===== config.mk =====
export PLATFORM = sky130hd
export DESIGN_NAME = lsu_flat
export DESIGN_NICKNAME = d
export VERILOG_FILES = /design/src/rtl/lsu_pkg.sv /design/src/rtl/lsu_if.sv /design/src/rtl/lsu_align.sv /design/src/rtl/lsu.sv /design/src/flat_wrapper.sv
export SDC_FILE = /design/constraint.sdc
export NUM_CORES = 1
export LEC_CHECK = 0
export BUFFER_PORTS_ARGS = -buffer_cell sky130_fd_sc_hd__buf_2
export CAP_MARGIN = 30
export CORE_MARGIN = 1.5
export CORE_UTILIZATION = 30
export CTS_CLUSTER_DIAMETER = 120
export CTS_CLUSTER_SIZE = 40
export DETAILED_ROUTE_END_ITERATION = 10
export PLACE_DENSITY = 0.58
export SLEW_MARGIN = 20
export SYNTH_ARGS = -nofsm -noshare
export SYNTH_HDL_FRONTEND = slang
export SYNTH_SLANG_ARGS = --single-unit
export TNS_END_PERCENT = 50

===== constraint.sdc =====
create_clock -name clock -period 4.6 [get_ports clock]
set_input_delay 0 -clock clock [delete_from_list [all_inputs] [get_ports clock]]
set_output_delay 0 -clock clock [all_outputs]
set_load 0.1 [all_outputs]

===== src/rtl/lsu_pkg.sv =====
// lsu_pkg: shared types and helpers for the miniRV load/store unit.
// Holds the op encoding, FSM state constants and size/alignment helpers.
package lsu_pkg;

  typedef enum logic [2:0] {
    LB,
    LH,
    LW,
    LBU,
    LHU,
    SB,
    SH,
    SW
  } lsu_op_t;

  typedef logic [1:0] lsu_state_t;

  localparam logic [1:0] IDLE = 2'd0;
  localparam logic [1:0] REQ  = 2'd1;
  localparam logic [1:0] WAIT = 2'd2;
  localparam logic [1:0] RESP = 2'd3;

  localparam logic [1:0] SZ_B = 2'd0;
  localparam logic [1:0] SZ_H = 2'd1;
  localparam logic [1:0] SZ_W = 2'd2;

  function automatic logic is_store(lsu_op_t op);
    return (op == SB) || (op == SH) || (op == SW);
  endfunction

  function automatic logic [1:0] op_size(lsu_op_t op);
    logic [1:0] sz;
    unique case (op)
      LB, LBU, SB: sz = SZ_B;
      LH, LHU, SH: sz = SZ_H;
      default:     sz = SZ_W;
    endcase
    return sz;
  endfunction

  function automatic logic is_misaligned(
    lsu_op_t    op,
    logic [1:0] off
  );
    logic bad;
    unique case (op_size(op))
      SZ_H:    bad = off[0];
      SZ_W:    bad = (off != 2'b00);
      default: bad = 1'b0;
    endcase
    return bad;
  endfunction

endpackage


===== src/rtl/lsu_if.sv =====
// lsu_if: data-memory valid/ready bus between the LSU and memory.
// master = LSU side (drives request), slave = memory side.
interface lsu_if #(
  parameter int ADDR_W = 32,
  parameter int DATA_W = 32
) ();

  logic              mem_req_valid;
  logic              mem_req_ready;
  logic [ADDR_W-1:0] mem_addr;
  logic              mem_wen;
  logic [DATA_W-1:0] mem_wdata;
  logic [3:0]        mem_wstrb;
  logic              mem_resp_valid;
  logic [DATA_W-1:0] mem_rdata;

  modport master (
    output mem_req_valid,
    input  mem_req_ready,
    output mem_addr,
    output mem_wen,
    output mem_wdata,
    output mem_wstrb,
    input  mem_resp_valid,
    input  mem_rdata
  );

  modport slave (
    input  mem_req_valid,
    output mem_req_ready,
    input  mem_addr,
    input  mem_wen,
    input  mem_wdata,
    input  mem_wstrb,
    output mem_resp_valid,
    output mem_rdata
  );

endinterface


===== src/rtl/lsu_align.sv =====
// lsu_align: combinational lane steering for the LSU.
// Ports: op/off/wdata/rdata in; wdata_lane, wstrb, rdata_ext out.
module lsu_align
  import lsu_pkg::*;
(
  input  lsu_op_t     op,
  input  logic [1:0]  off,
  input  logic [31:0] wdata,
  input  logic [31:0] rdata,
  output logic [31:0] wdata_lane,
  output logic [3:0]  wstrb,
  output logic [31:0] rdata_ext
);

  logic [7:0]  lb;
  logic [15:0] lh;

  // half select uses off[1] only: misaligned halves truncate
  assign lb = rdata[{off, 3'b000} +: 8];
  assign lh = rdata[{off[1], 4'b0000} +: 16];

  always_comb begin
    wdata_lane = '0;
    wstrb      = '0;
    rdata_ext  = '0;
    unique case (1'b1)
      op == LB:  rdata_ext = {{24{lb[7]}}, lb};
      op == LBU: rdata_ext = {24'b0, lb};
      op == LH:  rdata_ext = {{16{lh[15]}}, lh};
      op == LHU: rdata_ext = {16'b0, lh};
      op == LW:  rdata_ext = rdata;
      op == SB: begin
        wstrb      = 4'b0001 << off;
        wdata_lane = {4{wdata[7:0]}};
      end
      op == SH: begin
        wstrb      = 4'b0011 << {off[1], 1'b0};
        wdata_lane = {2{wdata[15:0]}};
      end
      op == SW: begin
        wstrb      = 4'b1111;
        wdata_lane = wdata;
      end
      default: ;
    endcase
  end

endmodule


===== src/rtl/lsu.sv =====
// lsu: multi-cycle load/store unit, one bus transaction per request.
// Ports: clock, reset (async, active-high); lsu_reqValid, req_op,
// req_addr, req_wdata in; lsu_respValid, resp_rdata, resp_err, busy
// out; mem (lsu_if.master) data-memory bus.
// Option: LSU_MISALIGN_CHK_EN enables misaligned-access error return.
module lsu
  import lsu_pkg::*;
#(
  parameter int ADDR_W = 32,
  parameter int DATA_W = 32
) (
  input  logic              clock,
  input  logic              reset,
  input  logic              lsu_reqValid,
  input  lsu_op_t           req_op,
  input  logic [ADDR_W-1:0] req_addr,
  input  logic [DATA_W-1:0] req_wdata,
  output logic              lsu_respValid,
  output logic [DATA_W-1:0] resp_rdata,
  output logic              resp_err,
  output logic              busy,
  lsu_if.master             mem
);

  if (DATA_W != 32) begin : g_dw_chk
    $error("lsu: only DATA_W == 32 is supported");
  end

  lsu_state_t        state;
  lsu_op_t           op_q;
  logic [ADDR_W-1:0] addr_q;
  logic [DATA_W-1:0] wdata_q;
  logic [31:0]       wdata_lane;
  logic [3:0]        wstrb;
  logic [31:0]       rdata_ext;

  lsu_align u_align (
    .op         (op_q),
    .off        (addr_q[1:0]),
    .wdata      (wdata_q),
    .rdata      (mem.mem_rdata),
    .wdata_lane (wdata_lane),
    .wstrb      (wstrb),
    .rdata_ext  (rdata_ext)
  );

  assign busy          = (state != IDLE);
  assign lsu_respValid = (state == RESP);

  // bus fields come straight from the capture regs: stable in REQ
  assign mem.mem_req_valid = (state == REQ);
  assign mem.mem_addr      = {addr_q[ADDR_W-1:2], 2'b00};
  assign mem.mem_wen       = is_store(op_q);
  assign mem.mem_wdata     = wdata_lane;
  assign mem.mem_wstrb     = wstrb;

`ifdef LSU_MISALIGN_CHK_EN
  logic err_q;
  assign resp_err = err_q;
`else
  assign resp_err = 1'b0;
`endif

  always_ff @(posedge clock or posedge reset) begin
    if (reset) begin
      state      <= IDLE;
      op_q       <= LB;
      addr_q     <= '0;
      wdata_q    <= '0;
      resp_rdata <= '0;
`ifdef LSU_MISALIGN_CHK_EN
      err_q      <= 1'b0;
`endif
    end else begin
      unique case (state)
        IDLE: begin
          if (lsu_reqValid) begin
            op_q    <= req_op;
            addr_q  <= req_addr;
            wdata_q <= req_wdata;
`ifdef LSU_MISALIGN_CHK_EN
            if (is_misaligned(req_op, req_addr[1:0])) begin
              state      <= RESP;
              resp_rdata <= '0;
              err_q      <= 1'b1;
            end else begin
              state <= REQ;
              err_q <= 1'b0;
            end
`else
            state <= REQ;
`endif
          end
        end
        REQ: begin
          if (mem.mem_req_ready) begin
            state <= WAIT;
          end
        end
        WAIT: begin
          if (mem.mem_resp_valid) begin
            state      <= RESP;
            // align returns 0 for stores
            resp_rdata <= rdata_ext;
          end
        end
        RESP: begin
          state <= IDLE;
        end
        default: begin
          state <= IDLE;
        end
      endcase
    end
  end

endmodule


===== src/flat_wrapper.sv =====
// flat-port wrapper written by rule: the top's interface ports become plain ports
module lsu_flat import lsu_pkg::*;
#(
  parameter int ADDR_W = 32,
  parameter int DATA_W = 32
)
  (clock, reset, lsu_reqValid, req_op, req_addr, req_wdata, lsu_respValid, resp_rdata, resp_err, busy, mem_mem_req_valid, mem_mem_req_ready, mem_mem_addr, mem_mem_wen, mem_mem_wdata, mem_mem_wstrb, mem_mem_resp_valid, mem_mem_rdata);
  lsu_if #(.ADDR_W(ADDR_W), .DATA_W(DATA_W)) mem_i ();
  input  logic clock;
  input  logic reset;
  input  logic lsu_reqValid;
  input  lsu_op_t req_op;
  input  logic [ADDR_W-1:0] req_addr;
  input  logic [DATA_W-1:0] req_wdata;
  output logic lsu_respValid;
  output logic [DATA_W-1:0] resp_rdata;
  output logic resp_err;
  output logic busy;
  output wire logic [$bits(mem_i.mem_req_valid)-1:0] mem_mem_req_valid;
  input wire logic [$bits(mem_i.mem_req_ready)-1:0] mem_mem_req_ready;
  output wire logic [$bits(mem_i.mem_addr)-1:0] mem_mem_addr;
  output wire logic [$bits(mem_i.mem_wen)-1:0] mem_mem_wen;
  output wire logic [$bits(mem_i.mem_wdata)-1:0] mem_mem_wdata;
  output wire logic [$bits(mem_i.mem_wstrb)-1:0] mem_mem_wstrb;
  input wire logic [$bits(mem_i.mem_resp_valid)-1:0] mem_mem_resp_valid;
  input wire logic [$bits(mem_i.mem_rdata)-1:0] mem_mem_rdata;
  assign mem_mem_req_valid = mem_i.mem_req_valid;
  assign mem_i.mem_req_ready = mem_mem_req_ready;
  assign mem_mem_addr = mem_i.mem_addr;
  assign mem_mem_wen = mem_i.mem_wen;
  assign mem_mem_wdata = mem_i.mem_wdata;
  assign mem_mem_wstrb = mem_i.mem_wstrb;
  assign mem_i.mem_resp_valid = mem_mem_resp_valid;
  assign mem_i.mem_rdata = mem_mem_rdata;
  lsu #(.ADDR_W(ADDR_W), .DATA_W(DATA_W)) u_core (.clock(clock), .reset(reset), .lsu_reqValid(lsu_reqValid), .req_op(req_op), .req_addr(req_addr), .req_wdata(req_wdata), .lsu_respValid(lsu_respValid), .resp_rdata(resp_rdata), .resp_err(resp_err), .busy(busy), .mem(mem_i));
endmodule

==> metrics.txt, run 1 <==
Synth Instances 475; Post-synth EDFFs 0; Filler cells between 1500 and 2000; Post-synth ARST share 100.0%; endpoints failing hold 0; max cap viols 0; vias per inst 4.827; crit path capture type flip-flop; row cnt 48; Worst EP arrival 3500 ps; cell area after synthesis approximately 5300 um^2; Worst Setup SP u_core.op_q[0]; initial detailed-routing violation count 259; post-route ant nets 0; first-pass GRT wire length around 24000 um; Root Driver clkbuf_16; total number of vias 4663; nets@finish 844; initial core utilization 30.75%; status finished clean; Max Slew Vio Count 0; crit path time final 3267 ps; #FFs+latches synth 101; critical path's top delay family buffers and inverters; postcts setup bufs 0; GPL Wtd Cong 0.8158; Top Ports 209; syn avg cell area 11.24 um^2; CTS max path bufs 2; Max Clock Skew around 12 ps; commonest cells after routing, fill and taps aside buf_2, dlygate4sd3_1, dfrtp_1; RSZ-0062 raised after global routing no; drc violations 0; cts bufs inserted 9; worst endpoint required time 4830 ps; largest net degree at the start of global routing slightly below 70; synth top area cells dfrtp_1, mux2_2, buf_4, a21oi_1, nor2b_1; setup TNS 0 ps; Clk pin slew, worst setup/hold paths 70 ps; sequence of cells on the critical path buf_6 -> nor2b_1 -> nor4_2 -> buf_2 -> a221o_1 -> dlygate4sd3_1; WL final 15750 um; Worst Path Max Fanout 25; drt wl/cell between 15 and 20 um; CP Class flip-flop to flip-flop; period utilisation layout a little under three quarters; chip height 136.4 um; Post-synth top flop dfrtp_1; grt total ovfl 0; HP Class primary input to flip-flop; fmax 306.1 MHz; relative slew slack 38.24%; Critical Path Sink u_core.resp_rdata[3]; CTS tree built; synth unique cells 40; Slowest cell on crit path dfrtp_1; vias in the first global route approximately 4800; Warnings, synthesis 0; startpoint types flip-flop; core region area 17360 um^2; final setup vio count 0; Buffers on Ports about 210; Die ar. roughly 19000 um^2; worst r2r dst u_core.resp_rdata[3]; layout cells sized above 1 41.97%; Reg2Reg Setup Slack 1330 ps; gr usage total between 10% and 20%; H-tree levels 3; dpl hpwl 10640 um; Register-to-Register Path Depth 6; Resized cells post-CTS 0; Yosys top cell area share a little under half; worst path bufs/invs 3; Area growth syn-to-layout 43.27%; Antenna Cells 0; Worst Tran Pin Value between 900 and 1000 ps; Yosys top cell by area dfrtp_1; Crit Reg-Reg Startpoint u_core.op_q[0]; register area share after synthesis between 40% and 50%; Crit. path cell count 6; WHS Path Cells 5; max incr delay on CP 870 ps; die width 136.4 um; Pre-Repair DR Iteration Count 4; initial antenna violation count 0; sink count of the clock tree 101; clk_lat worst skew 350 ps; leading cell type in the layout, fill and taps excluded buf_2
-- cell type report --
class                      instances  area [um^2]  share of cell area, %
clock inverter                     7        73.82                 0.9653
sequential                       101         2527                  33.05
timing repair buffer             318         2156                  28.19
tap                              225        281.5                  3.681
clock buffer                       9        225.2                  2.945
inverter                           7        28.78                 0.3763
multi-input combinational        299         2355                  30.79
-- cell usage after synthesis (2+ instances only) --
| cell | number |
|---|---|
| nand2_1 | 22 |
| nand2b_1 | 2 |
| o21ai_0 | 15 |
| a211o_1 | 7 |
| nor2b_1 | 29 |
| a22o_1 | 14 |
| dfrtp_1 | 101 |
| buf_4 | 35 |
| mux2_2 | 67 |
| nor2_1 | 22 |
| mux2i_1 | 3 |
| clkbuf_1 | 19 |
| mux4_2 | 7 |
| ha_1 | 4 |
| a221o_1 | 7 |
| a22oi_1 | 10 |
| and2_1 | 16 |
| buf_2 | 10 |
| a21oi_1 | 40 |
| buf_6 | 5 |
| a21boi_0 | 4 |
| a21o_1 | 10 |
| inv_1 | 7 |
| a2bb2oi_1 | 3 |
-- sequential cells by signal, summed over array words and instances, names as in the netlist --
signal             flops
u_core.op_q            3
u_core.addr_q         32
u_core.state           2
u_core.wdata_q        32
u_core.resp_rdata     32
-- worst min-delay path, stage by stage --
cell and delay (ps):
buf_2 90, inv_1 40, a222oi_1 90, nand2_1 80
o21ai_0 60
-- cells by family (layout without fill, tap and decap cells) --
| group | Yosys count | count (layout) | synth area share (%) |
|---|---|---|---|
| buffers and inverters | 77 | 341 | 8.814 |
| XOR/XNOR | 1 | 1 | 0.1641 |
| other | 1 | 3 | 0.07026 |
| adder cells (fa/ha/maj) | 4 | 4 | 0.9377 |
| AO/OA/AOI/OAI | 114 | 114 | 14.56 |
| AND/OR/NAND/NOR | 99 | 99 | 10.20 |
| multiplexers | 78 | 78 | 17.91 |
| flip-flops | 101 | 101 | 47.35 |
-- stage by stage --
| stage | area (um^2) | hold WS, ps | instances | worst slack [ps] | util [%] |
|---|---|---|---|---|---|
| 6_report | 7647 | 55.83 | 966 | 1333 | 44.06 |
| 5_1_grt | 7647 | 57.76 | 966 | 1147 | 44.06 |
| 4_1_cts | 7627 | 38.04 | 964 | 1393 | 43.94 |
| 3_5_place_dp | 6267 | 231.3 | 842 | 1913 | 36.11 |
| 3_3_place_gp | 6233 | 223.2 | 839 | 1945 | 35.91 |
| 2_1_floorplan | 5345 | 124.5 | 477 | 1292 | - |
-- worst min-delay path by stage --
stage | from | endpoint | slack [ps]
5_1_grt | mem_mem_req_ready | u_core.state[1] | 60
2_1_floorplan | mem_mem_rdata[10] | u_core.resp_rdata[10] | 120
4_1_cts | mem_mem_req_ready | u_core.state[1] | 40
6_report | mem_mem_req_ready | u_core.state[1] | 60
3_3_place_gp | mem_mem_rdata[8] | u_core.resp_rdata[8] | 220
3_5_place_dp | mem_mem_rdata[10] | u_core.resp_rdata[10] | 230
-- per-layer routing --
layer / vias to the layer above / global-route usage (%) / part of all wire [%]
li1: 2159 / - / -
met1: 2305 / 21.51 / 45
met2: 185 / 28.59 / 48
met3: 14 / 3.468 / 5.7
met4: 0 / 5.201 / 1.3
met5: - / 0 / 0
-- repair_timing --
item	CTS	global route
hold buffers	106	0
endpoints found under the hold margin	162	0
setup endpoints to repair	0	0
Power of run 1 is left out: the tool's default activity adds up to more than one toggle a clock period on the data nets, which glitch-free logic cannot reach.
==> run 2: changes to the inputs <==
clock period = 3.4 ns   (was 4.6 ns; I/O delays follow)
==> run 2 against run 1 <==
  * Cell area shrank 0.59%
  * Sequential cell count stayed put
  * Core utilization decreased by 0.26 points
  * Non-clock buffer count down 2
  * Final cell count decreased by 0.21%
  * Die area is the same
  * Fmax is 13% higher
  * Worst setup slack got worse by 820 ps
  * Clock-buffer cell count unchanged
  * Global-route usage shrank 0.45 points
  * Highest routed layer unchanged
==> metrics.txt, run 2 (same netlist as run 1, synthesis figures left out) <==
WL final 15500 um; Die ar. 18600 um^2; crit path time final 2891 ps; fmax 345.9 MHz; Top Ports 209; CTS tree built; Regs by FF count u_core.addr_q x32, u_core.resp_rdata x32, u_core.wdata_q x32; setup TNS 0 ps; sequence of cells on the critical path inv_1 -> ha_1 -> nand2_2 -> nor4b_4 -> a22o_1 -> a221o_1 -> dlygate4sd3_1; GPL Wtd Cong 0.8353; grt total ovfl 0; vias per inst 4.772; period utilisation layout 85.03%; dpl hpwl roughly 11000 um; Root Driver clkbuf_16; CP Class flip-flop to flip-flop; Worst EP arrival 3180 ps; RSZ-0062 raised after global routing no; crit path capture type flip-flop; relative slew slack 38.23%; endpoints failing hold 0; chip height between 100 and 150 um; vias in the first global route roughly 4600; initial antenna violation count 0; HP Class primary input to flip-flop; Fin Hold WS 90.55 ps; row cnt 48; startpoint types flip-flop; Pre-Repair DR Iteration Count 4; Antenna Cells 0; Clk pin slew, worst setup/hold paths 80 ps; postcts setup bufs 0; total number of vias 4600; layout cells sized above 1 42.08%; Area growth syn-to-layout 42.43%; CTS max path bufs 2; Multi-input gate area 2364 um^2; final core utilization a little over two fifths; commonest cells after routing, fill and taps aside buf_2, dlygate4sd3_1, dfrtp_1; Filler cells between 1500 and 2000; clk_lat worst skew 350 ps; max incr delay on CP 840 ps; die width 136.4 um; leading cell type in the layout, fill and taps excluded buf_2; Reg2Reg Setup Slack 510 ps; worst endpoint required time between 3000 and 4000 ps; initial detailed-routing violation count between 150 and 200; largest net degree at the start of global routing slightly below 70; Max Clock Skew around 6.6 ps; status finished clean; FF+latch area 2527 um^2; H-tree levels 3; core region area 17360 um^2; Max Slew Vio Count 0; nets@finish approximately 840; final setup vio count 0; drc violations 0; cts bufs inserted 9; max cap viols 0; gr usage total 16.41%; Worst Path Max Fanout 24; sink count of the clock tree 101; first-pass GRT wire length 23390 um; Slowest cell on crit path nor4b_4; post-route ant nets 0; initial core utilization 30.75%; Worst Tran Pin Value 926.6 ps; drt wl/cell 16.08 um; Buffers on Ports 205
run 2: area by class of cell:
| type | count | area share (%) |
|---|---|---|
| clock inverter | 7 | 0.7406 |
| timing repair buffer | 316 | 27.88 |
| multi-input combinational | 299 | 31.09 |
| clock buffer | 9 | 2.962 |
| tap | 225 | 3.703 |
| inverter | 7 | 0.3785 |
| sequential | 101 | 33.25 |
run 2: per-stage QoR:
| step | cell area (um^2) | setup WS [ps] | std cells |
|---|---|---|---|
| floorplan | 5345 | 92.31 | 477 |
| global placement | 6264 | 1087 | 843 |
| detailed placement | 6264 | 918.8 | 843 |
| CTS | 7586 | 409.8 | 963 |
| global route | 7602 | 323.9 | 964 |
| finish | 7602 | 508.9 | 964 |
run 2: per-layer routing:
metal | part of all wire (%) | vias up | global-route usage [%]
met1 | 44 | 2232 | 20.44
li1 | - | 2162 | -
met5 | 0 | - | 0
met4 | 2.3 | 0 | 7.151
met3 | 5.8 | 26 | 3.356
met2 | 48 | 180 | 27.47
run 2: worst max-delay path: cells and delay by family (launching register included):
kind	cells	cell delay, ps
simple gates	2	1190
buf+inv	2	650
flops	1	410
compound gates	2	350
fa+ha+maj	1	240
run 2: what timing repair did:
item	in CTS	in global routing
hold buffers	104	0
hold endpoints to repair	150	0
resized for setup	0	0
run 2: path summary, 6_finish.rpt:
check                                    from                    to  cells past startpoint
min in group asynchronous               reset       u_core.state[0]                      3
setup / recovery              u_core.state[0]  u_core.resp_rdata[0]                      7
setup reg to reg              u_core.state[0]  u_core.resp_rdata[0]                      7
hold / removal              mem_mem_req_ready       u_core.state[0]                      4
hold reg to reg            u_core.wdata_q[12]    u_core.wdata_q[12]                      1
max in group asynchronous               reset     u_core.addr_q[18]                      4
Power of run 2 is left out for the same reason.
